File: src/rtl/wb_gpio_arbiter_if.sv
// Wishbone link bundle shared by the two master ports and the GPIO slave port.
// The arbiter takes the slave modport on each master link and the master
// modport on the link to the GPIO peripheral.
interface wb_gpio_arbiter_if;
    logic        cyc;
    logic        stb;
    logic        we;
    logic [31:0] adr;
    logic [3:0]  sel;
    logic [31:0] dat_w;
    logic [31:0] dat_r;
    logic        ack;
    logic        err;

    // Master side: the GPIO peripheral has no error output, so err is not read here
    modport master (
        output cyc, stb, we, adr, sel, dat_w,
        input  dat_r, ack
    );

    modport slave (
        input  cyc, stb, we, adr, sel, dat_w,
        output dat_r, ack, err
    );
endinterface

File: src/rtl/wb_gpio_arbiter.sv
// Two-master round-robin Wishbone arbiter in front of the GPIO peripheral.
// The grant is held for the owner's whole cycle. A watchdog ends stalled
// strobes with a one-cycle error pulse so a hung slave cannot lock a master.
module wb_gpio_arbiter #(
    parameter int unsigned TIMEOUT = 16,
    parameter int unsigned CNT_W   = 8
) (
    input  logic                    clk,
    input  logic                    reset,
    wb_gpio_arbiter_if.slave        m0,
    wb_gpio_arbiter_if.slave        m1,
    wb_gpio_arbiter_if.master       s,
    output logic [1:0]              gnt_o
);

    typedef enum logic {IDLE, BUSY} state_t;

    state_t           state, state_nx;
    logic             owner, owner_nx;
    logic             last, last_nx;
    logic [CNT_W-1:0] cnt, cnt_nx;

    logic busy;
    logic own_cyc;
    logic own_stb;
    logic timeout;
    logic own_ack;

    // Owner-side view of the request and the watchdog expiry condition
    always_comb begin
        busy    = (state == BUSY);
        own_cyc = owner ? m1.cyc : m0.cyc;
        own_stb = owner ? m1.stb : m0.stb;
        timeout = busy && own_cyc && own_stb && !s.ack
                  && (cnt == CNT_W'(TIMEOUT - 1));
        own_ack = s.ack && busy && own_cyc;
    end

    // State register; last starts at m1 so m0 wins the first tie
    always_ff @(posedge clk) begin
        if (reset) begin
            state <= IDLE;
            owner <= 1'b0;
            last  <= 1'b1;
            cnt   <= '0;
        end else begin
            state <= state_nx;
            owner <= owner_nx;
            last  <= last_nx;
            cnt   <= cnt_nx;
        end
    end

    // Next-state: grant in IDLE, release on owner cyc low, advance the watchdog
    always_comb begin
        state_nx = state;
        owner_nx = owner;
        last_nx  = last;
        cnt_nx   = '0;
        case (state)
            IDLE: begin
                if (m0.cyc && m1.cyc) begin
                    state_nx = BUSY;
                    owner_nx = ~last;
                    last_nx  = ~last;
                end else if (m0.cyc) begin
                    state_nx = BUSY;
                    owner_nx = 1'b0;
                    last_nx  = 1'b0;
                end else if (m1.cyc) begin
                    state_nx = BUSY;
                    owner_nx = 1'b1;
                    last_nx  = 1'b1;
                end
            end
            BUSY: begin
                if (!own_cyc) begin
                    state_nx = IDLE;
                end else if (own_stb && !s.ack && !timeout) begin
                    cnt_nx = cnt + 1'b1;
                end
            end
            default: state_nx = IDLE;
        endcase
    end

    // Outputs: slave bus muxed from the owner, responses routed back to it
    always_comb begin
        s.cyc   = 1'b0;
        s.stb   = 1'b0;
        s.we    = 1'b0;
        s.adr   = '0;
        s.sel   = '0;
        s.dat_w = '0;
        if (busy) begin
            s.cyc   = own_cyc;
            s.stb   = own_stb && !timeout;
            s.we    = owner ? m1.we    : m0.we;
            s.adr   = owner ? m1.adr   : m0.adr;
            s.sel   = owner ? m1.sel   : m0.sel;
            s.dat_w = owner ? m1.dat_w : m0.dat_w;
        end
        m0.dat_r = s.dat_r;
        m1.dat_r = s.dat_r;
        m0.ack   = own_ack && !owner;
        m1.ack   = own_ack && owner;
        m0.err   = timeout && !owner;
        m1.err   = timeout && owner;
        gnt_o    = busy ? (owner ? 2'b10 : 2'b01) : 2'b00;
    end

endmodule

File: src/flat_wrapper.sv
// flat-port wrapper written by rule: the top's interface ports become plain ports
module wb_gpio_arbiter_flat 
#(
    parameter int unsigned TIMEOUT = 16,
    parameter int unsigned CNT_W   = 8
)
  (clk, reset, gnt_o, m0_cyc, m0_stb, m0_we, m0_adr, m0_sel, m0_dat_w, m0_dat_r, m0_ack, m0_err, m1_cyc, m1_stb, m1_we, m1_adr, m1_sel, m1_dat_w, m1_dat_r, m1_ack, m1_err, s_cyc, s_stb, s_we, s_adr, s_sel, s_dat_w, s_dat_r, s_ack);
  wb_gpio_arbiter_if m0_i ();
  wb_gpio_arbiter_if m1_i ();
  wb_gpio_arbiter_if s_i ();
  input  logic clk;
  input  logic reset;
  output logic [1:0] gnt_o;
  input wire logic [$bits(m0_i.cyc)-1:0] m0_cyc;
  input wire logic [$bits(m0_i.stb)-1:0] m0_stb;
  input wire logic [$bits(m0_i.we)-1:0] m0_we;
  input wire logic [$bits(m0_i.adr)-1:0] m0_adr;
  input wire logic [$bits(m0_i.sel)-1:0] m0_sel;
  input wire logic [$bits(m0_i.dat_w)-1:0] m0_dat_w;
  output wire logic [$bits(m0_i.dat_r)-1:0] m0_dat_r;
  output wire logic [$bits(m0_i.ack)-1:0] m0_ack;
  output wire logic [$bits(m0_i.err)-1:0] m0_err;
  input wire logic [$bits(m1_i.cyc)-1:0] m1_cyc;
  input wire logic [$bits(m1_i.stb)-1:0] m1_stb;
  input wire logic [$bits(m1_i.we)-1:0] m1_we;
  input wire logic [$bits(m1_i.adr)-1:0] m1_adr;
  input wire logic [$bits(m1_i.sel)-1:0] m1_sel;
  input wire logic [$bits(m1_i.dat_w)-1:0] m1_dat_w;
  output wire logic [$bits(m1_i.dat_r)-1:0] m1_dat_r;
  output wire logic [$bits(m1_i.ack)-1:0] m1_ack;
  output wire logic [$bits(m1_i.err)-1:0] m1_err;
  output wire logic [$bits(s_i.cyc)-1:0] s_cyc;
  output wire logic [$bits(s_i.stb)-1:0] s_stb;
  output wire logic [$bits(s_i.we)-1:0] s_we;
  output wire logic [$bits(s_i.adr)-1:0] s_adr;
  output wire logic [$bits(s_i.sel)-1:0] s_sel;
  output wire logic [$bits(s_i.dat_w)-1:0] s_dat_w;
  input wire logic [$bits(s_i.dat_r)-1:0] s_dat_r;
  input wire logic [$bits(s_i.ack)-1:0] s_ack;
  assign m0_i.cyc = m0_cyc;
  assign m0_i.stb = m0_stb;
  assign m0_i.we = m0_we;
  assign m0_i.adr = m0_adr;
  assign m0_i.sel = m0_sel;
  assign m0_i.dat_w = m0_dat_w;
  assign m0_dat_r = m0_i.dat_r;
  assign m0_ack = m0_i.ack;
  assign m0_err = m0_i.err;
  assign m1_i.cyc = m1_cyc;
  assign m1_i.stb = m1_stb;
  assign m1_i.we = m1_we;
  assign m1_i.adr = m1_adr;
  assign m1_i.sel = m1_sel;
  assign m1_i.dat_w = m1_dat_w;
  assign m1_dat_r = m1_i.dat_r;
  assign m1_ack = m1_i.ack;
  assign m1_err = m1_i.err;
  assign s_cyc = s_i.cyc;
  assign s_stb = s_i.stb;
  assign s_we = s_i.we;
  assign s_adr = s_i.adr;
  assign s_sel = s_i.sel;
  assign s_dat_w = s_i.dat_w;
  assign s_i.dat_r = s_dat_r;
  assign s_i.ack = s_ack;
  wb_gpio_arbiter #(.TIMEOUT(TIMEOUT), .CNT_W(CNT_W)) u_core (.clk(clk), .reset(reset), .m0(m0_i), .m1(m1_i), .s(s_i), .gnt_o(gnt_o));
endmodule
File: config.mk
export PLATFORM = sky130hd
export DESIGN_NAME = wb_gpio_arbiter_flat
export DESIGN_NICKNAME = d
export VERILOG_FILES = /design/src/rtl/wb_gpio_arbiter_if.sv /design/src/rtl/wb_gpio_arbiter.sv /design/src/flat_wrapper.sv
export SDC_FILE = /design/constraint.sdc
export NUM_CORES = 1
export LEC_CHECK = 0
export CELL_PAD_IN_SITES_DETAIL_PLACEMENT = 1
export CELL_PAD_IN_SITES_GLOBAL_PLACEMENT = 1
export CORE_MARGIN = 2
export CORE_UTILIZATION = 12
export DETAILED_ROUTE_END_ITERATION = 8
export PLACE_DENSITY = 0.8
export SYNTH_ARGS = -nofsm -noshare
export SYNTH_HDL_FRONTEND = slang
export SYNTH_SLANG_ARGS = --single-unit
File: constraint.sdc
create_clock -name clk -period 1.8 [get_ports clk]
set_input_delay 0.36 -clock clk [delete_from_list [all_inputs] [get_ports clk]]
set_output_delay 0.36 -clock clk [all_outputs]
set_load 0.02 [all_outputs]
# --- Word-level counts from Yosys, hierarchy flattened ---
# Cells that the tools add are included.
word_totals:
  register_bits: 11
  inputBits: 177
  out_inout_bits: 141
  word_cells: 52
classes:
  n_addsub: 1
  eq_ne: 1
  n_mux: 22
  bitwise: 4
  n_reduce_logical: 20
op_table:
  columns: ["op", "n"]
  rows:
  - ["32-bit two-way mux", 4]
  - ["1-bit logical AND", 14]
  - ["1-bit two-way mux", 13]
  - ["8-bit by 1-bit adder with 8-bit output (second input constant)", 1]
  - ["8-bit by 4-bit == test with 1-bit output (second input constant)", 1]
  - ["4-bit two-way mux", 2]
  - ["2-bit two-way mux", 2]
  - ["1-bit NOT", 4]
  - ["4-bit OR reduction", 1]
  - ["1-bit zero test", 3]
  - ["3-bit nonzero test", 1]
  - ["1-bit case mux with 2 select lines", 1]
  - ["2-bit AND reduction", 1]

# --- Logic depth before layout (Yosys ltp) ---
# Gate-level depths: netlist of run 1.
logic_depth:
  depth_word: 9
  depth_mapped: 5
  ltp_nobuf: 4

# --- Worst setup path before layout of run 1 ---
# No wires, ideal clock.
synth_path:
  path_type: "register to output"
  from: "register u_core.owner"
  to: "output m0_err"
  t_arrival_ps: 1680
  required_time_ps: 1440
  path_slack_ps: -240
  stages_incl_launch_ff: 6
  n_path_buf: 2
  cell_sequence: "dfxtp_1 > buf_4 > mux2_1 > or4b_4 > buf_6 > nor3_1"
synth_between:
  elab_chain_len: 6
  elab_cells_between_ends: 8
  cone_classes: "mux (2); reduce/logical (6)"
synth_lines:
  columns: ["item", "line", "source"]
  rows:
  - ["from (decl)", "wb_gpio_arbiter.sv:19", "logic owner, owner_nx;"]
  - ["from (signal assigned)", "wb_gpio_arbiter.sv:48", "owner <= owner_nx;"]
  - ["1-bit two-way mux", "wb_gpio_arbiter.sv:32", "own_cyc = owner ? m1.cyc : m0.cyc;"]
  - ["1-bit logical AND (3 in a row)", "wb_gpio_arbiter.sv:34", "timeout = busy && own_cyc && own_stb && !s.ack"]
  - ["1-bit logical AND", "wb_gpio_arbiter.sv:35", "&& (cnt == CNT_W'(TIMEOUT - 1));"]
  - ["1-bit logical AND (*)", "wb_gpio_arbiter.sv:107", "m0.err = timeout && !owner;"]
  - ["to (decl)", "flat_wrapper.sv:22", "output wire logic [$bits(m0_i.err)-1:0] m0_err;"]
# Every way passes the cells marked *; elsewhere a longest branch is shown, timed or not.

# --- Worst setup path in the final report of run 1 ---
layout_path:
  from: "register u_core.cnt[5]"
  to: "output s_stb"
layout_between:
  elab_chain_len: 5
layout_lines:
  columns: ["item", "line", "source"]
  rows:
  - ["from (decl)", "wb_gpio_arbiter.sv:21", "logic [CNT_W-1:0] cnt, cnt_nx;"]
  - ["from (signal assigned)", "wb_gpio_arbiter.sv:50", "cnt <= cnt_nx;"]
  - ["8-bit by 4-bit == test with 1-bit output", "wb_gpio_arbiter.sv:35", null]
  - ["1-bit logical AND", "wb_gpio_arbiter.sv:35", null]
  - ["1-bit zero test", "wb_gpio_arbiter.sv:97", "s.stb = own_stb && !timeout;"]
  - ["1-bit logical AND", "wb_gpio_arbiter.sv:97", null]
  - ["1-bit two-way mux", "wb_gpio_arbiter.sv:95", "if (busy) begin"]
  - ["to (decl)", "flat_wrapper.sv:33", "output wire logic [$bits(s_i.stb)-1:0] s_stb;"]
# No other way between the ends.

==> summary.md, run 1 <==
| Metric | Value |
|---|---|
| Status | `finished with violations` |
| Failing checks | `setup timing` |
| Nets | `633` |
| Die height | `136 um` |
| Placement Cell Area | `4220 um2` |
| Final core utilization | `25.4%` |
| CTS H-tree depth | `1` |
| Most common cell in the netlist | `nor2_1` |
| Port bufs | `221` |
| Die area | `18400 um2` |
| Slowest Stage Delay on Critical Path | `0.53 ns` |
| Gate Count Post-Synth | `280` |
| CTS tree | `yes` |
| Commonest cells in the netlist | `nor2_1 (74), mux2i_1 (70), buf_4 (65), dfxtp_1 (11)` |
| Root Driver | `clkbuf_16` |
| Post-Layout Inst Area | `4350 um2` |
| Syn. warnings | `0` |
| Hold Path Class | `reg2reg` |
| Mapped Nets | `458` |
| Largest net degree at the start of global routing | `36` |
| Max-cap violation count | `0` |
| Crit path required time | `1.44 ns` |
| Initial antenna violation count | `0` |
| Final worst slack | `-0.294 ns` |
| CTS hold repair buffers | `0` |
| Startpoint class of the critical path | `register` |
| Longest Clk Path Bufs | `2` |
| # DRC | `0` |
| Register area share after synthesis | `10.6%` |
| Top post-synthesis cells by area | `mux2i_1 (34%), buf_4 (23%), nor2_1 (13%), dfxtp_1 (11%), buf_2 (1.9%)` |
| Final-report hold violation count | `0` |
| Number of flops mapped to enable cells by yosys | `0` |
| Drt pass-1 iters | `4` |
| Critical Path, Cell by Cell | `or4_4 > or2_4 > o211a_4 > buf_6` |
| Number of global-route vias before repair | `2547` |
| Via density | `3.71` |
| DR iter-0 viols | `58` |
| Reg2Reg Setup Slack | `0.20 ns` |
| Final RePlAce weighted congestion | `0.693` |
| Total power | `1.72 mW` |
| Final setup vio count | `61` |
| Diode count | `0` |
| Main synth FF type | `dfxtp_1` |
| Io pins | `318` |
| Slowest stage cell, crit path | `or4_4` |
| CP bufs+invs | `1` |
| Final Skew | `0.00173 ns` |
| Peak supply drop | `0.259 mV` |
| Max Slew Vio Count | `0` |
| Global route total overflow | `0` |
| Die Wd | `136 um` |
| WP data arrival | `1.73 ns` |
| WL/cell | `14.2 um` |
| Least-Margin Pin Slew | `0.282 ns` |
| Area leader, netlist | `mux2i_1` |
| Worst slack, placed | `-0.982 ns` |
| CTS sink cnt | `11` |
| Synth unique cells | `31` |
| Post-Syn Area | `2080 um2` |
| Mean Syn Cell Area | `7.44 um2` |
| Clk slew on worst S/H paths | `0.04 ns` |
| Top delay family on crit path | `simple AND/OR/NAND/NOR gates` |
| Static Leak | `1.84 nW` |
| Hold_ws | `0.508 ns` |
| Crit path time final | `2.09 ns` |
| Synth Register Bits | `11` |
| FP Rows | `48` |
| RSZ-0062 raised after global routing | `yes` |
| Slew HR | `81.2%` |
| Layout cells sized above 1 | `20.5%` |
| Crit Path Max Fanout | `3` |
| Gr usage total | `8.85%` |
| CORE AREA | `17100 um2` |
| CTS Buf Count | `3` |
| Worst skew pair latency | `0.24 ns` |
| FFs w/ async S/R, synth | `0%` |
| Post-DP HPWL | `7400 um` |
| Crit end category | `primary output` |
| Yosys top cell area share | `33.6%` |
| Initial Util | `12.2%` |
| Post-route clock period utilization | `116%` |
| First-pass GRT wire length | `13000 um` |
| Critical path class | `reg2out` |
| Vias | `2522` |
| Total wire length | `9620 um` |
| Fill cell count | `2039` |
| Pwr dens | `394 nW/um2` |
| ANT nets after route | `0` |
| Max Clk Rate | `0.477 GHz` |
| Synth-to-layout area growth | `109%` |
[kinds of logic after synthesis]
group / after synthesis / synth area share [%]
fa+ha+maj: 1 / 0.601
mux: 71 / 34.2
xor+xnor: 3 / 1.26
buf+inv: 85 / 27.9
simple gates: 98 / 20.8
flops: 11 / 10.6
compound gates: 11 / 4.74
[cell type report]
type	instances	area, um2	area share (%)
flip-flops and latches	11	224	5.15
inverters	3	11.3	0.259
well taps	225	282	6.47
clock buffers	4	78.8	1.81
repair buffers	252	2380	54.7
multi-input cells	184	1380	31.6
[per-layer routing]
metal / share of wire, % / track usage (%)
met1: 42 / 10.8
met4: 1.3 / 1.97
met3: 6.7 / 1.91
met2: 50 / 15.9
met5: 0 / 0
[path summary, 6_finish.rpt]
path | start | cells past startpoint | end
max | u_core.cnt[5]$_SDFF_PP0_ | 4 | s_stb
min | u_core.last$_SDFFE_PP1P_ | 1 | u_core.last$_SDFFE_PP1P_
max reg2reg | u_core.owner$_SDFFE_PP0P_ | 4 | u_core.cnt[5]$_SDFF_PP0_
min reg2reg | u_core.last$_SDFFE_PP1P_ | 1 | u_core.last$_SDFFE_PP1P_
[flip-flops by register name, summed over array words and instances, names as in the netlist]
| name | cells |
|---|---|
| u_core.cnt | 8 |
| u_core.last | 1 |
| u_core.busy | 1 |
| u_core.owner | 1 |
[cells in the final DEF, fill, tap and decap left out, types with 2 or more instances in the layout]
cell type        synthesis  final
dlygate4sd2_1            0     48
xor2_1                   2      2
nand3_1                  3      3
buf_8                    0      2
buf_6                    1      5
or3_1                    3      3
inv_1                    3      2
mux2i_2                  0      7
clkbuf_16                0      6
nor2_1                  74     73
and3_1                   2      2
nor3_4                   0      2
a211oi_2                 3      3
mux2i_4                  0      2
nor3_1                   4      2
buf_4                   65     23
nor3_2                   3      3
clkdlybuf4s50_1          0    139
o21ai_0                  3      3
nand2_1                  3      3
clkbuf_2                 0      4
mux2i_1                 70     61
buf_16                   0      3
dfxtp_1                 11     10
buf_2                    8     24
[where the power goes]
part | internal, mW | switching, mW
Combinational | 0.584 | 0.463
Sequential | 0.250 | 0.00722
Clock | 0.298 | 0.113
Total | 1.13 | 0.584
[through the flow]
step | std cells | setup TNS [ns]
CTS | 673 | -12.48
global route | 679 | -12.83
detailed placement | 666 | -24.98
floorplan | 280 | -0.0556
finish | 679 | -8.39
global placement | 666 | -23.65
[timing repair]
item                       in CTS  in global routing
gates resized for setup       170                 42
setup endpoints to repair      85                 65
cloned                          1                  3
setup buffers                   2                  3
pin swaps                       2                  3
No activity file was read; power rests on OpenSTA's default activity.
==> run 2: changes to the inputs <==
- CORE_MARGIN: 2 -> 5
==> run 2 against run 1 <==
  * The flow still finishes with violations (setup timing)
  * Cell count grew 5.0%
  * Via count grew 5.1%
  * Routed wire length grew 16%
  * Worst hold slack lost 0.011 ns
  * Combinational power grew 17%
  * Sequential share of layout area shrank 0.45 points
  * Global-route usage grew 0.74 points
  * Worst setup slack gained 0.0097 ns
  * Sequential power is essentially flat
  * Non-clock buffer count grew 34
  * Count of clock-buffer cells in the layout is the same
  * Critical path type unchanged
  * Highest routed layer unchanged
==> summary.md, run 2 (synthesized netlist as in run 1, its figures left out) <==
| Metric | Value |
|---|---|
| Worst Hold Launch | `u_core.last$_SDFFE_PP1P_ (unchanged)` |
| Status | `finished with violations (unchanged)` |
| Layout cells sized above 1 | `36.5% (was 20.5%)` |
| Die area | `20100 um2 (was 18400 um2)` |
| # DRC | `0 (unchanged)` |
| ANT nets after route | `0 (unchanged)` |
| Number of global-route vias before repair | `2836 (was 2547)` |
| Final-report hold violation count | `0 (unchanged)` |
| Worst hold stages | `1 (unchanged)` |
| Diode count | `0 (unchanged)` |
| Fill cell count | `2071 (was 2039)` |
| Post-Layout Inst Area | `4790 um2 (was 4350 um2)` |
| Final Skew | `0.00315 ns (was 0.00173 ns)` |
| Placement Cell Area | `4270 um2 (was 4220 um2)` |
| CTS H-tree depth | `1 (unchanged)` |
| Slew HR | `84.9% (was 81.2%)` |
| CTS sink cnt | `11 (unchanged)` |
| Reg2reg end | `u_core.cnt[5]$_SDFF_PP0_ (unchanged)` |
| CTS hold repair buffers | `0 (unchanged)` |
| Worst skew pair latency | `0.24 ns (about the same)` |
| Max-cap violation count | `0 (unchanged)` |
| Critical Path, Cell by Cell | `or4_4 > or2_4 > o211a_4 > buf_6 (unchanged)` |
| Vias | `2651 (was 2522)` |
| Failing checks | `setup timing (unchanged)` |
| Die height | `142 um (was 136 um)` |
| CTS tree | `yes (unchanged)` |
| RSZ-0062 raised after global routing | `yes (unchanged)` |
| Pwr dens | `396 nW/um2 (was 394 nW/um2)` |
| CTS Buf Count | `3 (unchanged)` |
| Max Slew Vio Count | `0 (unchanged)` |
| R2r worst-path depth | `4 (unchanged)` |
| Crit end category | `primary output (unchanged)` |
| Die Wd | `142 um (was 136 um)` |
| Max reg flops | `8 (unchanged)` |
| Crit path required time | `1.44 ns (about the same)` |
| RR Startpoint | `u_core.owner$_SDFFE_PP0P_ (unchanged)` |
| Hold Path Class | `reg2reg (unchanged)` |
| Root Driver | `clkbuf_16 (unchanged)` |
| Crit path time final | `2.08 ns (was 2.09 ns)` |
| Drt pass-1 iters | `3 (was 4)` |
| Setup TNS | `-3.19 ns (was -8.39 ns)` |
| Reg with most FFs | `u_core.cnt (unchanged)` |
| Max Clk Rate | `0.480 GHz (was 0.477 GHz)` |
| Slowest Stage Delay on Critical Path | `0.53 ns (about the same)` |
| Hold_ws | `0.497 ns (was 0.508 ns)` |
| Largest net degree at the start of global routing | `43 (was 36)` |
| Peak supply drop | `0.431 mV (was 0.259 mV)` |
| Most frequent cells in the layout | `clkdlybuf4s50_1 (139), nor2_1 (71), buf_4 (70) (was clkdlybuf4s50_1 (139), nor2_1 (73), mux2i_1 (61))` |
| Port bufs | `221 (unchanged)` |
| Nets | `667 (was 633)` |
| Io pins | `318 (unchanged)` |
| FP Rows | `48 (unchanged)` |
| Commonest non-fill, non-tap cell in the layout | `clkdlybuf4s50_1 (unchanged)` |
| Global route total overflow | `0 (unchanged)` |
| Total power | `1.90 mW (was 1.72 mW)` |
| Final RePlAce weighted congestion | `0.730 (was 0.693)` |
| Synth-to-layout area growth | `130% (was 109%)` |
| First-pass GRT wire length | `15400 um (was 13000 um)` |
| Area of the multi-input gates | `1420 um2 (was 1380 um2)` |
| WL/cell | `15.7 um (was 14.2 um)` |
| Hold endpoint | `u_core.last$_SDFFE_PP1P_ (unchanged)` |
| Final worst slack | `-0.285 ns (was -0.294 ns)` |
| Longest Clk Path Bufs | `2 (unchanged)` |
| Clk slew on worst S/H paths | `0.04 ns (about the same)` |
| Initial antenna violation count | `0 (unchanged)` |
| CP bufs+invs | `1 (unchanged)` |
| DR iter-0 viols | `59 (was 58)` |
| Critical path class | `reg2out (unchanged)` |
| Top delay family on crit path | `simple AND/OR/NAND/NOR gates (unchanged)` |
| Reg2Reg Setup Slack | `0.19 ns (was 0.20 ns)` |
| Static Leak | `1.98 nW (was 1.84 nW)` |
| Initial Util | `12.1% (was 12.2%)` |
| Total wire length | `11200 um (was 9620 um)` |
| Crit Path Max Fanout | `3 (unchanged)` |
| Post-route clock period utilization | `116% (about the same)` |
| Final setup vio count | `39 (was 61)` |
| FF+latch area | `225 um2 (was 224 um2)` |
| Gr usage total | `9.58% (was 8.85%)` |
| Via density | `3.72 (was 3.71)` |
| Least-Margin Pin Slew | `0.225 ns (was 0.282 ns)` |
| Post-DP HPWL | `8100 um (was 7400 um)` |
| WP data arrival | `1.72 ns (was 1.73 ns)` |
| Startpoint class of the critical path | `register (unchanged)` |
| Slowest stage cell, crit path | `or4_4 (unchanged)` |
| CORE AREA | `17200 um2 (was 17100 um2)` |
-- run 2: cell types whose count changed in the layout (fill, tap and decap cells not counted), moves of 2 or more --
cell,delta
nor2_1,-2
buf_4,+47
and3_1,-2
clkbuf_2,+7
and3_4,+2
buf_6,+13
buf_12,+10
mux2i_4,+2
dlygate4sd2_1,-43
buf_16,+2
-- run 2: how the worst max path moves through the flow --
stage                                    from     end  slack, ns  cells past startpoint
global placement                       m0_cyc   s_stb      -0.83                      5
global route        u_core.owner$_SDFFE_PP0P_   s_stb      -0.31                      4
finish               u_core.cnt[5]$_SDFF_PP0_   s_stb      -0.28                      4
floorplan           u_core.owner$_SDFFE_PP0P_  m0_err      -0.03                      5
CTS                 u_core.owner$_SDFFE_PP0P_   s_stb      -0.30                      4
detailed placement                     m1_cyc   s_stb      -0.86                      5
-- run 2: what timing repair did --
action,4_1_cts,5_1_grt
pin swaps,5,8
resized for setup,119,281
setup endpoints to repair,77,76
cloned,5,3
setup buffers,1,34
-- run 2: cell type report --
type | count | share of cell area (%)
sequential | 11 | 4.70
clock buffer | 4 | 1.64
timing repair buffer | 286 | 57.9
inverter | 3 | 0.313
tap | 225 | 5.87
multi-input combinational | 184 | 29.6
-- run 2: stage by stage --
step / util [%] / worst slack [ns] / cells
after floorplan: - / -0.0278 / 280
after global placement: 24.9 / -0.833 / 668
after detailed placement: 24.9 / -0.856 / 668
after CTS: 26.0 / -0.297 / 678
after global routing: 27.9 / -0.311 / 713
final: 27.9 / -0.285 / 713
-- run 2: report_power, final --
| part | internal [mW] | switching [mW] |
|---|---|---|
| Sequential | 0.250 | 0.00711 |
| Combinational | 0.727 | 0.507 |
| Clock | 0.297 | 0.108 |
| Total | 1.27 | 0.623 |
-- run 2: layer usage --
| metal | part of all wire (%) | track usage [%] | routed length [um] |
|---|---|---|---|
| met5 | 0 | 0 | 0 |
| met2 | 53 | 18.1 | 5910 |
| met3 | 9.1 | 3.13 | 1020 |
| met4 | 0.87 | 1.06 | 97 |
| met1 | 37 | 10.7 | 4170 |
==> run 3: changes to the inputs <==
- HOLD_SLACK_MARGIN: default -> 0.15
==> results of run 3 <==
Final layout, timing and power as in run 2 (identical DEF).
